===== src/rtl/ga_pkg.sv =====
`default_nettype none
// ============================================================================
//  Module      : ga_pkg
//  Description : Shared constants and types for the Gate Array sync and
//                raster-interrupt stage (ga_sync_irq, ga_irq).
//                R52_WRAP      - interrupt line counter period
//                INT_VS_THRESH - counter level at which a VSYNC resync
//                                raises INT
//                HS_DELAY/HS_MAX - HSYNC_OUT start offset / maximum width
//                VS_DELAY/VS_WIDTH - VSYNC_OUT start offset / fixed width
//  Revision    : 1.0 - initial release
// ============================================================================
package ga_pkg;

  localparam int unsigned R52_WRAP      = 52;
  localparam int unsigned INT_VS_THRESH = 32;
  localparam int unsigned HS_DELAY      = 2;
  localparam int unsigned HS_MAX        = 4;
  localparam int unsigned VS_DELAY      = 2;
  localparam int unsigned VS_WIDTH      = 4;

  // Number of HSYNC falls between a VSYNC rise and the counter resync.
  localparam logic [1:0] VDLY_LOAD = 2'd2;

  typedef logic [1:0] ga_mode_t;

  // True when a 3-bit shaper count lies in [lo, lo+width-1].
  function automatic logic in_window(input logic [2:0] cnt,
                                     input int unsigned lo,
                                     input int unsigned width);
    return (32'(cnt) >= lo) && (32'(cnt) < (lo + width));
  endfunction

endpackage : ga_pkg
`default_nettype wire


===== src/rtl/ga_irq.sv =====
`default_nettype none
// ============================================================================
//  Module      : ga_irq
//  Description : 52-line raster interrupt counter with VSYNC resynchronisation.
//                Strobes hs_fall_i / vs_rise_i are already qualified with the
//                character-clock enable; int_ack_i and rmr_clr_i act on any
//                clock edge.
//  Ports       : clk_i      - system clock
//                rst_i      - asynchronous active-high reset
//                hs_fall_i  - CRTC HSYNC falling-edge strobe
//                vs_rise_i  - CRTC VSYNC rising-edge strobe
//                int_ack_i  - Z80 interrupt acknowledge pulse
//                rmr_clr_i  - RMR write with counter-reset bit set
//                int_o      - raster interrupt request (level)
//                r52_o      - interrupt line counter
//  Revision    : 1.0 - initial release
// ============================================================================
module ga_irq
  import ga_pkg::*;
(
  input  logic       clk_i,
  input  logic       rst_i,
  input  logic       hs_fall_i,
  input  logic       vs_rise_i,
  input  logic       int_ack_i,
  input  logic       rmr_clr_i,
  output logic       int_o,
  output logic [5:0] r52_o
);

  logic [5:0] r52_q, r52_d;
  logic [1:0] vdly_q, vdly_d;
  logic       int_q, int_d;
  logic       w_resync;

  always_comb begin
    r52_d    = r52_q;
    vdly_d   = vdly_q;
    int_d    = int_q;
    w_resync = 1'b0;

    if (rmr_clr_i) begin
      // Software reset of the counter overrides every other event.
      r52_d = '0;
      int_d = 1'b0;
    end else begin
      if (vs_rise_i) begin
        vdly_d = VDLY_LOAD;
      end else if (hs_fall_i && (vdly_q != 2'd0)) begin
        vdly_d   = vdly_q - 2'd1;
        w_resync = (vdly_q == 2'd1);
      end

      // Acknowledge is applied first so that an interrupt raised on the
      // same edge below takes precedence over the clear.
      if (int_ack_i) begin
        int_d    = 1'b0;
        r52_d[5] = 1'b0;
      end

      if (w_resync) begin
        if (r52_q >= 6'(INT_VS_THRESH)) begin
          int_d = 1'b1;
        end
        r52_d = '0;
      end else if (hs_fall_i) begin
        // Wrap is judged on the pre-acknowledge value so an ack arriving
        // with the 52nd fall cannot skip the interrupt.
        if (r52_q == 6'(R52_WRAP - 1)) begin
          r52_d = '0;
          int_d = 1'b1;
        end else begin
          r52_d = r52_d + 6'd1;
        end
      end
    end
  end

  always_ff @(posedge clk_i or posedge rst_i) begin
    if (rst_i) begin
      r52_q  <= '0;
      vdly_q <= '0;
      int_q  <= 1'b0;
    end else begin
      r52_q  <= r52_d;
      vdly_q <= vdly_d;
      int_q  <= int_d;
    end
  end

  assign int_o = int_q;
  assign r52_o = r52_q;

endmodule : ga_irq
`default_nettype wire


===== src/rtl/ga_sync_irq.sv =====
`default_nettype none
// ============================================================================
//  Module      : ga_sync_irq
//  Description : Gate Array sync and raster-interrupt stage. Shapes the raw
//                CRTC HSYNC/VSYNC into monitor syncs, drives the Z80 raster
//                interrupt and latches the screen mode on HSYNC_OUT rise.
//                Optional build macro: GA_CSYNC_EN (registered composite
//                sync on CSYNC; when undefined CSYNC is tied low).
//  Ports       : CLOCK      - system clock
//                RESET      - asynchronous active-high reset
//                CLKEN      - character-clock enable
//                CRTC_HSYNC - raw CRTC HSYNC
//                CRTC_VSYNC - raw CRTC VSYNC
//                INT_ACK    - Z80 interrupt acknowledge pulse
//                RMR_WR     - RMR write strobe
//                RMR_DATA   - [1:0] screen mode, [4] interrupt counter reset
//                INT        - raster interrupt request
//                HSYNC_OUT  - monitor HSYNC
//                VSYNC_OUT  - monitor VSYNC
//                MODE       - active screen mode
//                CSYNC      - composite sync
//                R52        - interrupt line counter (debug)
//  Revision    : 1.0 - initial release
// ============================================================================
module ga_sync_irq
  import ga_pkg::*;
(
  input  logic       CLOCK,
  input  logic       RESET,
  input  logic       CLKEN,
  input  logic       CRTC_HSYNC,
  input  logic       CRTC_VSYNC,
  input  logic       INT_ACK,
  input  logic       RMR_WR,
  input  logic [4:0] RMR_DATA,
  output logic       INT,
  output logic       HSYNC_OUT,
  output logic       VSYNC_OUT,
  output ga_mode_t   MODE,
  output logic       CSYNC,
  output logic [5:0] R52
);

  localparam logic [2:0] HCNT_SAT = 3'd7;
  localparam logic [2:0] VCNT_SAT = 3'(VS_DELAY + VS_WIDTH);

  logic       hs_q, vs_q;
  logic [2:0] hcnt_q, hcnt_d;
  logic [2:0] vcnt_q, vcnt_d;
  logic       hsync_q, hsync_d;
  logic       vsync_q, vsync_d;
  ga_mode_t   mode_q, mode_pend_q;

  logic       w_hs_rise, w_hs_fall, w_vs_rise;
  logic       w_hs_fall_en, w_vs_rise_en;
  logic       w_rmr_clr;
  logic       w_rmr_unused;

  // Edges are judged against the previous CLKEN sample.
  assign w_hs_rise    = CRTC_HSYNC & ~hs_q;
  assign w_hs_fall    = ~CRTC_HSYNC & hs_q;
  assign w_vs_rise    = CRTC_VSYNC & ~vs_q;
  assign w_hs_fall_en = CLKEN & w_hs_fall;
  assign w_vs_rise_en = CLKEN & w_vs_rise;
  assign w_rmr_clr    = RMR_WR & RMR_DATA[4];
  assign w_rmr_unused = ^RMR_DATA[3:2];

  // HSYNC shaper: count from the CRTC rise, output within the window.
  // Using the next count makes the output start two characters after the
  // CRTC rise and gives min(width-2, 4) characters.
  always_comb begin
    hcnt_d = hcnt_q;
    if (w_hs_rise) begin
      hcnt_d = '0;
    end else if (CRTC_HSYNC && (hcnt_q != HCNT_SAT)) begin
      hcnt_d = hcnt_q + 3'd1;
    end
    hsync_d = CRTC_HSYNC & in_window(hcnt_d, HS_DELAY, HS_MAX);
  end

  // VSYNC shaper: counts HSYNC falls after the CRTC rise, fixed 4 lines.
  always_comb begin
    vcnt_d = vcnt_q;
    if (w_vs_rise) begin
      vcnt_d = '0;
    end else if (w_hs_fall && (vcnt_q < VCNT_SAT)) begin
      vcnt_d = vcnt_q + 3'd1;
    end
    vsync_d = in_window(vcnt_d, VS_DELAY, VS_WIDTH);
  end

  always_ff @(posedge CLOCK or posedge RESET) begin
    if (RESET) begin
      hs_q        <= 1'b0;
      vs_q        <= 1'b0;
      hcnt_q      <= '0;
      vcnt_q      <= '0;
      hsync_q     <= 1'b0;
      vsync_q     <= 1'b0;
      mode_q      <= '0;
      mode_pend_q <= '0;
    end else begin
      if (RMR_WR) begin
        mode_pend_q <= ga_mode_t'(RMR_DATA[1:0]);
      end
      if (CLKEN) begin
        hs_q    <= CRTC_HSYNC;
        vs_q    <= CRTC_VSYNC;
        hcnt_q  <= hcnt_d;
        vcnt_q  <= vcnt_d;
        hsync_q <= hsync_d;
        vsync_q <= vsync_d;
        // Old pending mode is transferred when a write coincides.
        if (hsync_d && !hsync_q) begin
          mode_q <= mode_pend_q;
        end
      end
    end
  end

`ifdef GA_CSYNC_EN
  logic csync_q;

  always_ff @(posedge CLOCK or posedge RESET) begin
    if (RESET) begin
      csync_q <= 1'b0;
    end else if (CLKEN) begin
      csync_q <= hsync_d ^ vsync_d;
    end
  end

  assign CSYNC = csync_q;
`else
  assign CSYNC = 1'b0;
`endif

  ga_irq u_irq (
    .clk_i     (CLOCK),
    .rst_i     (RESET),
    .hs_fall_i (w_hs_fall_en),
    .vs_rise_i (w_vs_rise_en),
    .int_ack_i (INT_ACK),
    .rmr_clr_i (w_rmr_clr),
    .int_o     (INT),
    .r52_o     (R52)
  );

  assign HSYNC_OUT = hsync_q;
  assign VSYNC_OUT = vsync_q;
  assign MODE      = mode_q;

endmodule : ga_sync_irq
`default_nettype wire


===== config.mk =====
export PLATFORM = sky130hd
export DESIGN_NAME = ga_sync_irq
export DESIGN_NICKNAME = d
export VERILOG_FILES = /design/src/rtl/ga_pkg.sv /design/src/rtl/ga_irq.sv /design/src/rtl/ga_sync_irq.sv
export SDC_FILE = /design/constraint.sdc
export NUM_CORES = 1
export LEC_CHECK = 0
export BUFFER_PORTS_ARGS = -buffer_cell sky130_fd_sc_hd__buf_4
export CORE_MARGIN = 2
export CORE_UTILIZATION = 59
export CTS_CLUSTER_SIZE = 12
export DETAILED_ROUTE_END_ITERATION = 6
export HOLD_SLACK_MARGIN = 0.06
export PLACE_DENSITY_LB_ADDON = 0.25
export SYNTH_ARGS = -nofsm -noshare
export SYNTH_HDL_FRONTEND = slang
export SYNTH_SLANG_ARGS = --single-unit

===== constraint.sdc =====
create_clock -name CLOCK -period 4 [get_ports CLOCK]
set_input_delay 0.4 -clock CLOCK [delete_from_list [all_inputs] [get_ports CLOCK]]
set_output_delay 0.4 -clock CLOCK [all_outputs]
set_load 0.01 [all_outputs]

# Word-level counts from Yosys, hierarchy flattened
# Index checks and enable logic that the tools add are counted.
dict set report word_totals {
  in_bits 12
  reg_bits 23
}
dict set report op_classes {
  bitwise 11
  n_eq_ne 3
  order_cmp 6
  n_addsub 4
  reduce_logical 12
  muxes 21
}
# operator count
set ops {}
lappend ops {{2-to-1 mux 6 bit} 4}
lappend ops {{2-to-1 mux 3 bit} 4}
lappend ops {{2-to-1 mux 1 bit} 11}
lappend ops {{< comparator 3 bit, second input constant} 3}
lappend ops {{AND 1 bit} 7}
lappend ops {{adder 3 x 1 -> 3 bit, second input constant} 2}
lappend ops {{adder 6 x 1 -> 6 bit, second input constant} 1}
lappend ops {{== test 6 bit, second input constant} 1}
lappend ops {{>= comparator 3 x 2 -> 1 bit, second input constant} 2}
lappend ops {{>= comparator 6 bit, second input constant} 1}
lappend ops {{logical AND 1 bit} 6}
lappend ops {{2-to-1 mux 2 bit} 2}
lappend ops {{inverter 1 bit} 4}
lappend ops {{AND reduction 2 bit} 2}
lappend ops {{nonzero test 2 bit} 2}
lappend ops {{inequality test 3 bit, second input constant} 1}
lappend ops {{nonzero test 3 bit} 1}
lappend ops {{== test 2 x 1 -> 1 bit, second input constant} 1}
lappend ops {{subtractor 2 x 1 -> 2 bit, second input constant} 1}
lappend ops {{zero test 1 bit} 1}

# Depth between registers and ports, before layout
# Gate-level depths: netlist of the first run.
dict set report logic_depth {
  depth_word 9
  depth_mapped 7
}

# Cells and area by module
# From an unflattened synthesis of the first run, not the netlist that was laid out.
dict set report hier_totals {
  hier_cells 135
  hier_area_um2 1302.5
}
# module area_each_um2 cells_per_inst instances seq_area_each_um2
set modules_own_cells {}
lappend modules_own_cells {ga_sync_irq 768.2 76 1 350.3}
lappend modules_own_cells {ga_irq 534.3 59 1 225.2}

# Least setup slack after synthesis of the first run
# No wires, ideal clock.
dict set report synth_path {
  path_type {register to register}
  from {register hcnt_q[0]}
  to {register mode_q[0], in the netlist MODE[0]}
  path_stages_with_launch 8
  period_less_slack_ns 1.877
  setup_ns 0.131
  path_buffers 1
  path_slack_ns 2.123
  arrival_time_ns 1.746
  t_required_ns 3.869
  cell_sequence {dfrtp_1 ha_1 ha_1 buf_2 a21bo_1 a2111o_1 mux2i_1 o22ai_1}
}
dict set report synth_via {
  elab_chain_cells 9
  elab_cells_between_ends 11
}
# item line
set synth_lines {}
lappend synth_lines {{start, declared} ga_sync_irq.sv:48} ;# logic [2:0] hcnt_q, hcnt_d;
lappend synth_lines {{start signal, assigned} ga_sync_irq.sv:109} ;# hcnt_q <= hcnt_d;
lappend synth_lines {{parallel branches: the longest is 2 deep, another holds adder 3 x 1 -> 3 bit} --}
lappend synth_lines {{2-to-1 mux 3 bit (*)} ga_sync_irq.sv:75} ;# end else if (CRTC_HSYNC && (hcnt_q != HCNT_SAT)) begin
lappend synth_lines {{2-to-1 mux 3 bit (*)} ga_sync_irq.sv:73} ;# if (w_hs_rise) begin
lappend synth_lines {{>= comparator 3 x 2 -> 1 bit or < comparator 3 bit (tied branches)} ga_pkg.sv:31} ;# return (32'(cnt) >= lo) && (32'(cnt) < (lo + width));
lappend synth_lines {{logical AND 1 bit (*)} ga_pkg.sv:31}
lappend synth_lines {{AND 1 bit (*)} ga_sync_irq.sv:78} ;# hsync_d = CRTC_HSYNC & in_window(hcnt_d, HS_DELAY, HS_MAX);
lappend synth_lines {{logical AND 1 bit (*)} ga_sync_irq.sv:114} ;# if (hsync_d && !hsync_q) begin
lappend synth_lines {{AND reduction 2 bit (no source line) (*)} --}
lappend synth_lines {{end signal, assigned} ga_sync_irq.sv:115} ;# mode_q <= mode_pend_q;
lappend synth_lines {{end, declared} ga_sync_irq.sv:52} ;# ga_mode_t mode_q, mode_pend_q;
# Mark *: on every way between the ends.
# A chain may end at the register's enable or synchronous reset.

# Worst setup path after layout of the first run
# Same ends and word-level chain as after synthesis.

==> impl_results.md, run 1 <==
- Post-synthesis instance area: 1410 um2
- Hold-fix buffers at CTS: 0
- Wire length per cell: 14.1 um
- Number of buffers created by CTS: 3
- Critical Path Start Type: register
- Register bit count reported by yosys: 23
- Distinct cells, synth: 40
- Post-CTS setup repair buffer count: 0
- Number of warnings issued by yosys: 0
- Diode insertion count for antenna repair: 0
- Clock root cell: sky130_fd_sc_hd__clkbuf_4
- Min Clock Period, post-route: 2.01 ns
- Half-perimeter wire length after detailed placement: 2040 um
- Vias after detailed routing: 1147
- Final-layout fill cell count: 170
- Most instantiated flip-flop cell in the synthesis netlist: sky130_fd_sc_hd__dfrtp_1
- Count of nets left with antenna violations after detail routing: 0
- RSZ-0062 raised after global routing: false
- Full die area: 2790 um2
- Worst supply voltage drop on vdd: 316 uV
- I/O Pins: 24
- Share of post-route cells with drive strength above 1: 17.9%
- Maximum clock path buffer count: 2
- Die boundary width: 52.8 um
- Critical path data arrival time: 2.21 ns
- Number of search-and-repair iterations in the first detailed-routing pass: 4
- Commonest cells after routing, fill and taps aside: sky130_fd_sc_hd__dfrtp_1 (23), sky130_fd_sc_hd__buf_4 (20), sky130_fd_sc_hd__a21oi_1 (16), sky130_fd_sc_hd__nand2_1 (14), sky130_fd_sc_hd__o21ai_0 (11)
- Global routing usage summed across all routing layers: 24.3%
- Clock Skew: 0.00538 ns
- Run status: finished clean
- Hold Slack: 0.252 ns
- Proportion of synthesized chip area in sequential cells: 40.9%
- Placer congestion estimate: 0.808
- PD cells: 380 nW/um2
- Max_cap viols: 0
- Standard-cell rows: 17
- Number of design-rule violations left by the first detailed-router iteration: 24
- Crit Path Category: reg -> reg
- Total Neg Setup Slack: 0 ns
- Number of sinks driven by the clock tree: 23
- Via-to-Cell Ratio: 5.85
- Top area cells in the synthesized netlist: sky130_fd_sc_hd__dfrtp_1 (41%), sky130_fd_sc_hd__ha_1 (6.2%), sky130_fd_sc_hd__a21oi_1 (5.7%)
- Detailed Route WL: 2760 um
- Most common library cell in the layout ignoring fill and taps: sky130_fd_sc_hd__dfrtp_1
- Clock latency of the later-clocked register in the worst-skew pair: 0.31 ns
- Post-CTS Resized: 0
- Overflow left after global routing: 0
- Share of synthesized registers carrying an async set or reset: 100%
- Leakage: 0.737 nW
- Final instance area: 1580 um2
- Clock tree from TritonCTS: yes
- Placed cell area: 1550 um2
- Critical path peak fanout: 8
- Share of the synthesized area in the top cell type: 40.9%
- Starting utilization of the core area: 63.0%
- Area of the placeable core: 2230 um2
- Post-route clock period utilization: 50.4%
- Number of antenna violations at the first check in global routing: 0
- Final worst slack: 1.99 ns
- Die height: 52.8 um
- Cell taking the most area after synthesis: sky130_fd_sc_hd__dfrtp_1
- Global-route wire length before repair: 4950 um
- Final core utilization: 70.7%
- Highest clock rate: 0.496 GHz
- Number of remaining DRC errors: 0
- Post-layout net count: 188
- Pre-CTS worst setup slack: 2.02 ns
- H-tree depth reported by CTS: 1
- Endpoints failing hold: 0
- Setup violators final: 0
- Largest net degree at the start of global routing: 24
- Classification of the worst-slack hold path: in -> async
- Critical Path Sink Type: register
- Number of nets produced by synthesis: 171
- Clock-pin slew on the worst setup and hold paths: 0.13 ns
- Post-synthesis to final-layout area growth: 12.2%
- Number of cells produced by synthesis: 152
- Slew headroom: 42.6%
- Syn avg cell area: 9.26 um2
- Buffers added on ports: 20
- Required time at the worst-slack endpoint: 4.19 ns
- EDFF count, synth: 0
- Worst-Margin Slew: 0.860 ns
- Count of final max-slew check failures: 0
- Via count of the first global-routing pass: 1127
[power by group]
part           switching (mW)  internal [mW]  total (mW)
clock                  0.0705         0.0374       0.108
combinational          0.0971         0.0907       0.188
sequential             0.0335          0.272       0.305
total                   0.201          0.400       0.601
[layer usage]
layer	global-route usage [%]	routed length [um]
met2	38.8	1340
met5	0	0
met3	3.14	94
met4	9.83	39
met1	33.3	1290
[cells in the mapped netlist, types with 2 or more instances]
cell type and number:
sky130_fd_sc_hd__a21oi_1 16, sky130_fd_sc_hd__nand3b_1 3, sky130_fd_sc_hd__and2_1 4, sky130_fd_sc_hd__mux2_2 5, sky130_fd_sc_hd__nand2_1 14, sky130_fd_sc_hd__buf_4 2, sky130_fd_sc_hd__xor2_1 4, sky130_fd_sc_hd__nor2_1 3
sky130_fd_sc_hd__clkbuf_1 3, sky130_fd_sc_hd__and3b_1 2, sky130_fd_sc_hd__a22oi_1 2, sky130_fd_sc_hd__nand2b_1 4, sky130_fd_sc_hd__nor2b_1 5, sky130_fd_sc_hd__a32o_1 2, sky130_fd_sc_hd__inv_1 7, sky130_fd_sc_hd__buf_2 3
sky130_fd_sc_hd__nand4b_1 2, sky130_fd_sc_hd__o22ai_1 3, sky130_fd_sc_hd__ha_1 7, sky130_fd_sc_hd__mux2i_1 3, sky130_fd_sc_hd__dfrtp_1 23, sky130_fd_sc_hd__nand3_1 6, sky130_fd_sc_hd__nor3_1 2, sky130_fd_sc_hd__o21ai_0 11
[metrics by stage]
step / total power [mW] / instances
2_1_floorplan: 0.431 / 152
3_3_place_gp: 0.480 / 192
3_5_place_dp: 0.498 / 192
4_1_cts: 0.607 / 196
5_1_grt: 0.644 / 196
6_report: 0.601 / 196
[worst paths after layout]
path | startpoint | end | slack (ns) | depth (start not counted)
min in group CLOCK | RMR_DATA[0] | mode_pend_q[0] | 0.32 | 2
max | hcnt_q[0] | MODE[0] | 1.99 | 6
min reg2reg | u_irq.vdly_q[0] | u_irq.vdly_q[0] | 0.51 | 1
max in group asynchronous | RESET | hs_q | 3.22 | 2
max reg2reg | hcnt_q[0] | MODE[0] | 1.99 | 6
min | RESET | u_irq.vdly_q[0] | 0.25 | 2
[flip-flops by register name, indices dropped and copies added (netlist names)]
name / cells
hcnt_q: 3
mode_pend_q: 2
u_irq.r52_o: 6
u_irq.vdly_q: 2
vs_q: 1
MODE: 2
vcnt_q: 3
HSYNC_OUT: 1
VSYNC_OUT: 1
hs_q: 1
u_irq.int_o: 1
[cells by family after synthesis]
group,Yosys count,share of synthesized area [%]
and+or+nand+nor,49,19.4
AOI/OAI and AO/OA,45,19.8
DFF,23,40.9
buffers and inverters,15,4.80
muxes,8,6.13
adders and majority gates,7,6.22
xor gates and xnor gates,4,2.49
other,1,0.266
[critical path: stages, from the launching register on]
cell and delay, ns:
sky130_fd_sc_hd__dfrtp_1 0.44, sky130_fd_sc_hd__ha_1 0.22, sky130_fd_sc_hd__ha_1 0.27, sky130_fd_sc_hd__a21bo_1 0.25, sky130_fd_sc_hd__a2111o_1 0.41, sky130_fd_sc_hd__mux2i_1 0.19
sky130_fd_sc_hd__o22ai_1 0.13
[layout make-up]
class / instances / area, um2 / area share (%)
Multi-Input combinational cell: 114 / 764 / 48.4
Clock inverter: 1 / 5.00 / 0.317
Timing Repair Buffer: 20 / 150 / 9.51
Clock buffer: 3 / 22.5 / 1.43
Inverter: 7 / 26.3 / 1.66
Tap cell: 28 / 35.0 / 2.22
Sequential cell: 23 / 576 / 36.5
(Power assumes the default switching activity.)
==> run 2, diff against run 1 <==
Settings changed: CORE_UTILIZATION 59 to 50.
Clock period 4 ns to 1.7 ns, I/O delays scaled along.
==> run 2 against run 1 <==
  * The run now ends with setup timing left
  * Power increased by 140%
  * Via count increased by 5.3%
  * Worst setup slack got worse by 2.0 ns
  * Core utilization decreased by 7.9 points
  * First-iteration DRC count increased by 17%
  * Clock power increased by 140%
  * Sequential share of layout area decreased by 2.7 points
  * Sequential power increased by 130%
  * Design area increased by 7.8%
==> impl_results.md, run 2 (synthesis results as in run 1) <==
- Area of combinational cells with multiple inputs: 793 um2
- Setup violators final: 2
- Worst supply voltage drop on vdd: 541 uV
- Fraction of power spent switching nets: 32.9%
- Critical path data arrival time: 1.96 ns
- Share of post-route cells with drive strength above 1: 25.6%
- Full die area: 3260 um2
- Detailed Route WL: 2940 um
- Diode insertion count for antenna repair: 0
- Critical Path Start Type: register
- Final worst slack: -0.0565 ns
- PD cells: 854 nW/um2
- Post-layout net count: 200
- Maximum clock path buffer count: 2
- Overflow left after global routing: 0
- Vias after detailed routing: 1208
- Clock root cell: sky130_fd_sc_hd__clkbuf_4
- Clock tree from TritonCTS: yes
- Final core utilization: 62.8%
- Number of sinks driven by the clock tree: 23
- Max_cap viols: 0
- Wire length per cell: 13.9 um
- Critical path origin: hcnt_q[1]
- Final-layout fill cell count: 237
- Required time at the worst-slack endpoint: 1.90 ns
- I/O Pins: 24
- Critical Path Sink Type: register
- Cell-internal power: 976 uW
- Post-route clock period utilization: 103%
- Cell Chain, Critical Path: ha_2 > ha_4 > and3b_2 > a2111o_1 > mux2i_2 > o22ai_1
- Run status: complete, but fails checks
- Classification of the worst-slack hold path: in -> reg
- Placer congestion estimate: 0.763
- Switching Power: 478 uW
- Placed cell area: 1630 um2
- Number of buffers created by CTS: 3
- Largest delay contributor family on the critical path: adder cells
- Global routing usage summed across all routing layers: 18.8%
- Largest register FFs: 6
- Post-synthesis to final-layout area growth: 21.0%
- Max stage delay on crit path: 0.41 ns
- Leakage: 0.795 nW
- Final instance area: 1700 um2
- Pre-CTS worst setup slack: -0.00806 ns
- Start point of the worst hold path: RMR_DATA[0]
- Number of design-rule violations left by the first detailed-router iteration: 28
- Cell type of the slowest stage on the worst timing path: sky130_fd_sc_hd__dfrtp_1
- Buf+Inv Stages, Crit Path: 0
- Half-perimeter wire length after detailed placement: 2130 um
- Total Neg Setup Slack: -0.106 ns
- Most common library cell in the layout ignoring fill and taps: sky130_fd_sc_hd__buf_4
- Combinational power share: 33.7%
- Min Clock Period, post-route: 1.76 ns
- Clock latency of the later-clocked register in the worst-skew pair: 0.31 ns
- Clock-pin slew on the worst setup and hold paths: 0.13 ns
- Endpoints failing hold: 0
- Buffers added on ports: 20
- Area of the placeable core: 2710 um2
- Global-route wire length before repair: 4930 um
- Count of final max-slew check failures: 0
- Seq. cell area: 576 um2
- Critical path peak fanout: 3
- Starting utilization of the core area: 51.9%
- Clock group share of total power: 17.6%
- Die height: 57.1 um
- Clock Skew: 0.00294 ns
- Sequential power share: 48.6%
- Number of antenna violations at the first check in global routing: 0
- Highest clock rate: 0.569 GHz
- Largest net degree at the start of global routing: 24
- Violated checks: setup timing
- Crit Path Category: reg -> reg
- Number of search-and-repair iterations in the first detailed-routing pass: 5
- Hold Slack: 0.0841 ns
- Via count of the first global-routing pass: 1166
- Count of nets left with antenna violations after detail routing: 0
- Origin of the critical flop-to-flop path: hcnt_q[1]
- Die boundary width: 57.1 um
- Number of remaining DRC errors: 0
- Commonest cells after routing, fill and taps aside: sky130_fd_sc_hd__buf_4 (31), sky130_fd_sc_hd__dfrtp_1 (23), sky130_fd_sc_hd__a21oi_1 (15), sky130_fd_sc_hd__nand2_1 (14), sky130_fd_sc_hd__o21ai_0 (11)
- Via-to-Cell Ratio: 5.73
- Standard-cell rows: 19
- H-tree depth reported by CTS: 1
- RSZ-0062 raised after global routing: true
## run 2: timing repair
item	CTS	global route
endpoints found under the hold margin	23	0
pin swaps	0	5
gates resized for setup	1	3
setup buffers	1	2
endpoints found under the setup margin	2	5
gates cloned	0	0
hold buffers	1	0
## run 2: cell type report
class | instances | share of cell area, %
well taps | 31 | 2.28
flip-flops and latches | 23 | 33.8
inverters | 7 | 1.54
repair buffers | 32 | 14.3
multi-input cells | 114 | 46.6
clock buffers | 4 | 1.54
## run 2: worst paths after layout
path,endpoint,slack (ns),depth (start not counted)
min reg2reg,u_irq.vdly_q[0],0.49,1
max reg2reg,MODE[0],-0.06,6
min,mode_pend_q[0],0.08,2
max in group asynchronous,u_irq.int_o,1.03,4
min in group asynchronous,MODE[0],0.44,4
max,MODE[0],-0.06,6
## run 2: through the flow
step / power, mW / instances
after floorplan: 1.02 / 152
after global placement: 1.16 / 203
after detailed placement: 1.19 / 203
after CTS: 1.46 / 209
after global routing: 1.55 / 211
final: 1.45 / 211
## run 2: routing by layer
layer  share of wire [%]  GRT usage, %  wire length, um  up-vias
met4                0.65          6.31               19        0
met3                 3.2          2.04               95        4
met5                   0             0                0        -
li1                    -             -                -      599
met1                  47          25.5             1390      577
met2                  49          31.5             1440       28
## run 2: power groups by stage
| stage | Combinational [mW] | Sequential (mW) | Clock, mW |
|---|---|---|---|
| after floorplan | 0.292 | 0.728 | 0 |
| after global placement | 0.450 | 0.715 | 0 |
| after detailed placement | 0.476 | 0.719 | 0 |
| after CTS | 0.484 | 0.708 | 0.265 |
| after global routing | 0.539 | 0.723 | 0.286 |
| final | 0.490 | 0.707 | 0.257 |
==> run 3, diff against run 2 <==
--- a/constraint.sdc
+++ b/constraint.sdc
@@ -3,2 +3,2 @@
 set_output_delay 0.17 -clock CLOCK [all_outputs]
-set_load 0.01 [all_outputs]
+set_load 0.05 [all_outputs]
==> run 3 against run 2 <==
  * The flow still finishes with violations (setup timing)
  * Core utilization shrank 0.18 points
  * Sequential share of layout area up 0.25 points
  * Combinational power increased by 28%
  * Die area unchanged
  * Non-clock buffer count down 1
  * Critical endpoint unchanged
==> impl_results.md, run 3 (synthesis results as in run 1) <==
- Run status: complete, but fails checks
- Violated checks: setup timing
- Clock root cell: sky130_fd_sc_hd__clkbuf_4
- Start point of the worst hold path: RMR_DATA[0]
- Count of final max-slew check failures: 0
- Area of the placeable core: 2710 um2
- Final-layout fill cell count: 238
- Final core utilization: 62.6%
- Largest register FFs: 6
- Critical path data arrival time: 1.98 ns
- Buf+Inv Stages, Crit Path: 0
- Number of buffers created by CTS: 3
- Vias after detailed routing: 1186
- Global-route wire length before repair: 5120 um
- Clock-pin slew on the worst setup and hold paths: 0.12 ns
- PD cells: 934 nW/um2
- Placer congestion estimate: 0.802
- Required time at the worst-slack endpoint: 1.88 ns
- Diode insertion count for antenna repair: 0
- Global routing usage summed across all routing layers: 19.8%
- Leakage: 0.788 nW
- Number of sinks driven by the clock tree: 23
- Critical path peak fanout: 4
- Maximum clock path buffer count: 2
- Crit Reg-Reg Endpoint: MODE[0]
- Share of post-route cells with drive strength above 1: 25.7%
- Clock tree from TritonCTS: yes
- Max_cap viols: 0
- Number of placed instances, taps included: 203
- Final worst slack: -0.0947 ns
- Commonest cells after routing, fill and taps aside: sky130_fd_sc_hd__buf_4 (29), sky130_fd_sc_hd__dfrtp_1 (21), sky130_fd_sc_hd__a21oi_1 (16), sky130_fd_sc_hd__nand2_1 (14), sky130_fd_sc_hd__o21ai_0 (11)
- Register-to-register setup slack: -0.09 ns
- Via-to-Cell Ratio: 5.65
- Clock Skew: 0.00107 ns
- Post-route non-filler standard cell count: 210
- Buffers added on ports: 20
- Most common library cell in the layout ignoring fill and taps: sky130_fd_sc_hd__buf_4
- Total Neg Setup Slack: -0.184 ns
- Wire length per cell: 14.4 um
- Largest delay contributor family on the critical path: adder cells
- Half-perimeter wire length after detailed placement: 2190 um
- Via count of the first global-routing pass: 1121
- Cell Chain, Critical Path: ha_2 > ha_4 > and3b_2 > a2111o_1 > mux2i_2 > o22ai_1
- Worst-Margin Slew: 0.629 ns
- Post-synthesis to final-layout area growth: 20.6%
- Die boundary width: 57.1 um
- Hold Crit Endpoint: mode_pend_q[0]
- Highest clock rate: 0.557 GHz
- Count of nets left with antenna violations after detail routing: 0
- Worst supply voltage drop on vdd: 1020 uV
- Starting utilization of the core area: 51.9%
- Number of antenna violations at the first check in global routing: 0
- Crit Path Category: reg -> reg
- Post-layout net count: 199
- Cell type of the slowest stage on the worst timing path: sky130_fd_sc_hd__dfrtp_1
- Endpoints failing hold: 0
- Min Clock Period, post-route: 1.79 ns
- Number of search-and-repair iterations in the first detailed-routing pass: 4
- Clock latency of the later-clocked register in the worst-skew pair: 0.30 ns
- Number of design-rule violations left by the first detailed-router iteration: 57
- Origin of the critical flop-to-flop path: hcnt_q[1]
- Number of remaining DRC errors: 0
- Classification of the worst-slack hold path: in -> reg
- RSZ-0062 raised after global routing: true
- Setup violators final: 2
- Max stage delay on crit path: 0.41 ns
- Post-route clock period utilization: 106%
- Critical Path Sink Type: register
- Standard-cell rows: 19
- Detailed Route WL: 3030 um
- Full die area: 3260 um2
- Largest net degree at the start of global routing: 17
- Worst R2R Path Depth: 6
- H-tree depth reported by CTS: 1
- Critical Path Start Type: register
- Hold Slack: 0.0917 ns
- Die height: 57.1 um
- Number of cells on the worst hold path: 2
- Slew headroom: 58.0%
- Overflow left after global routing: 0
- I/O Pins: 24
- Pre-CTS worst setup slack: -0.108 ns
[run 3: power breakdown]
part | internal (mW) | total, mW | switching, mW
Combinational | 0.252 | 0.626 | 0.374
Clock | 0.0914 | 0.245 | 0.154
Sequential | 0.640 | 0.714 | 0.0742
Total | 0.984 | 1.59 | 0.602
[run 3: worst register-to-register path, cell delays in order (launching register included)]
cell and delay [ns]:
sky130_fd_sc_hd__dfrtp_1 0.41, sky130_fd_sc_hd__ha_2 0.21, sky130_fd_sc_hd__ha_4 0.21, sky130_fd_sc_hd__and3b_2 0.22, sky130_fd_sc_hd__a2111o_1 0.31, sky130_fd_sc_hd__mux2i_2 0.21
sky130_fd_sc_hd__o22ai_1 0.12
[run 3: per-layer routing]
layer	vias to the layer above	global-route usage, %	part of all wire [%]
met4	0	6.98	0.56
li1	595	-	-
met2	22	30.5	47
met3	2	2.04	2.8
met5	-	0	0
met1	567	29.1	50
[run 3: final cells by class]
cell class	instances	area, um2	area share, %
clock buffers	4	26.3	1.55
inverters	7	26.3	1.55
multi-input cells	114	790	46.5
flip-flops and latches	23	578	34.0
well taps	31	38.8	2.28
repair buffers	31	239	14.1
[run 3: worst max path at each step]
| stage | slack, ns | start | cells after the start | to |
|---|---|---|---|---|
| finish | -0.09 | hcnt_q[1] | 6 | MODE[0] |
| global route | -0.15 | hcnt_q[1] | 6 | MODE[0] |
| global placement | 0.02 | hcnt_q[1] | 6 | MODE[1] |
| CTS | -0.09 | hcnt_q[1] | 6 | MODE[0] |
| floorplan | -0.04 | hcnt_q[1] | 7 | MODE[0] |
| detailed placement | -0.11 | hcnt_q[1] | 6 | MODE[0] |
[run 3: per-stage QoR]
step,power (mW),instance area [um2]
floorplan,1.14,1420
detailed placement,1.33,1620
CTS,1.60,1690
global placement,1.29,1620
global route,1.69,1700
finish,1.59,1700
[run 3: what timing repair did]
action | 4_1_cts | 5_1_grt
pin swaps | 1 | 2
hold buffers | 1 | 0
setup buffers | 1 | 1
gates resized for setup | 4 | 1
endpoints found under the setup margin | 3 | 3
hold endpoints to repair | 14 | 0
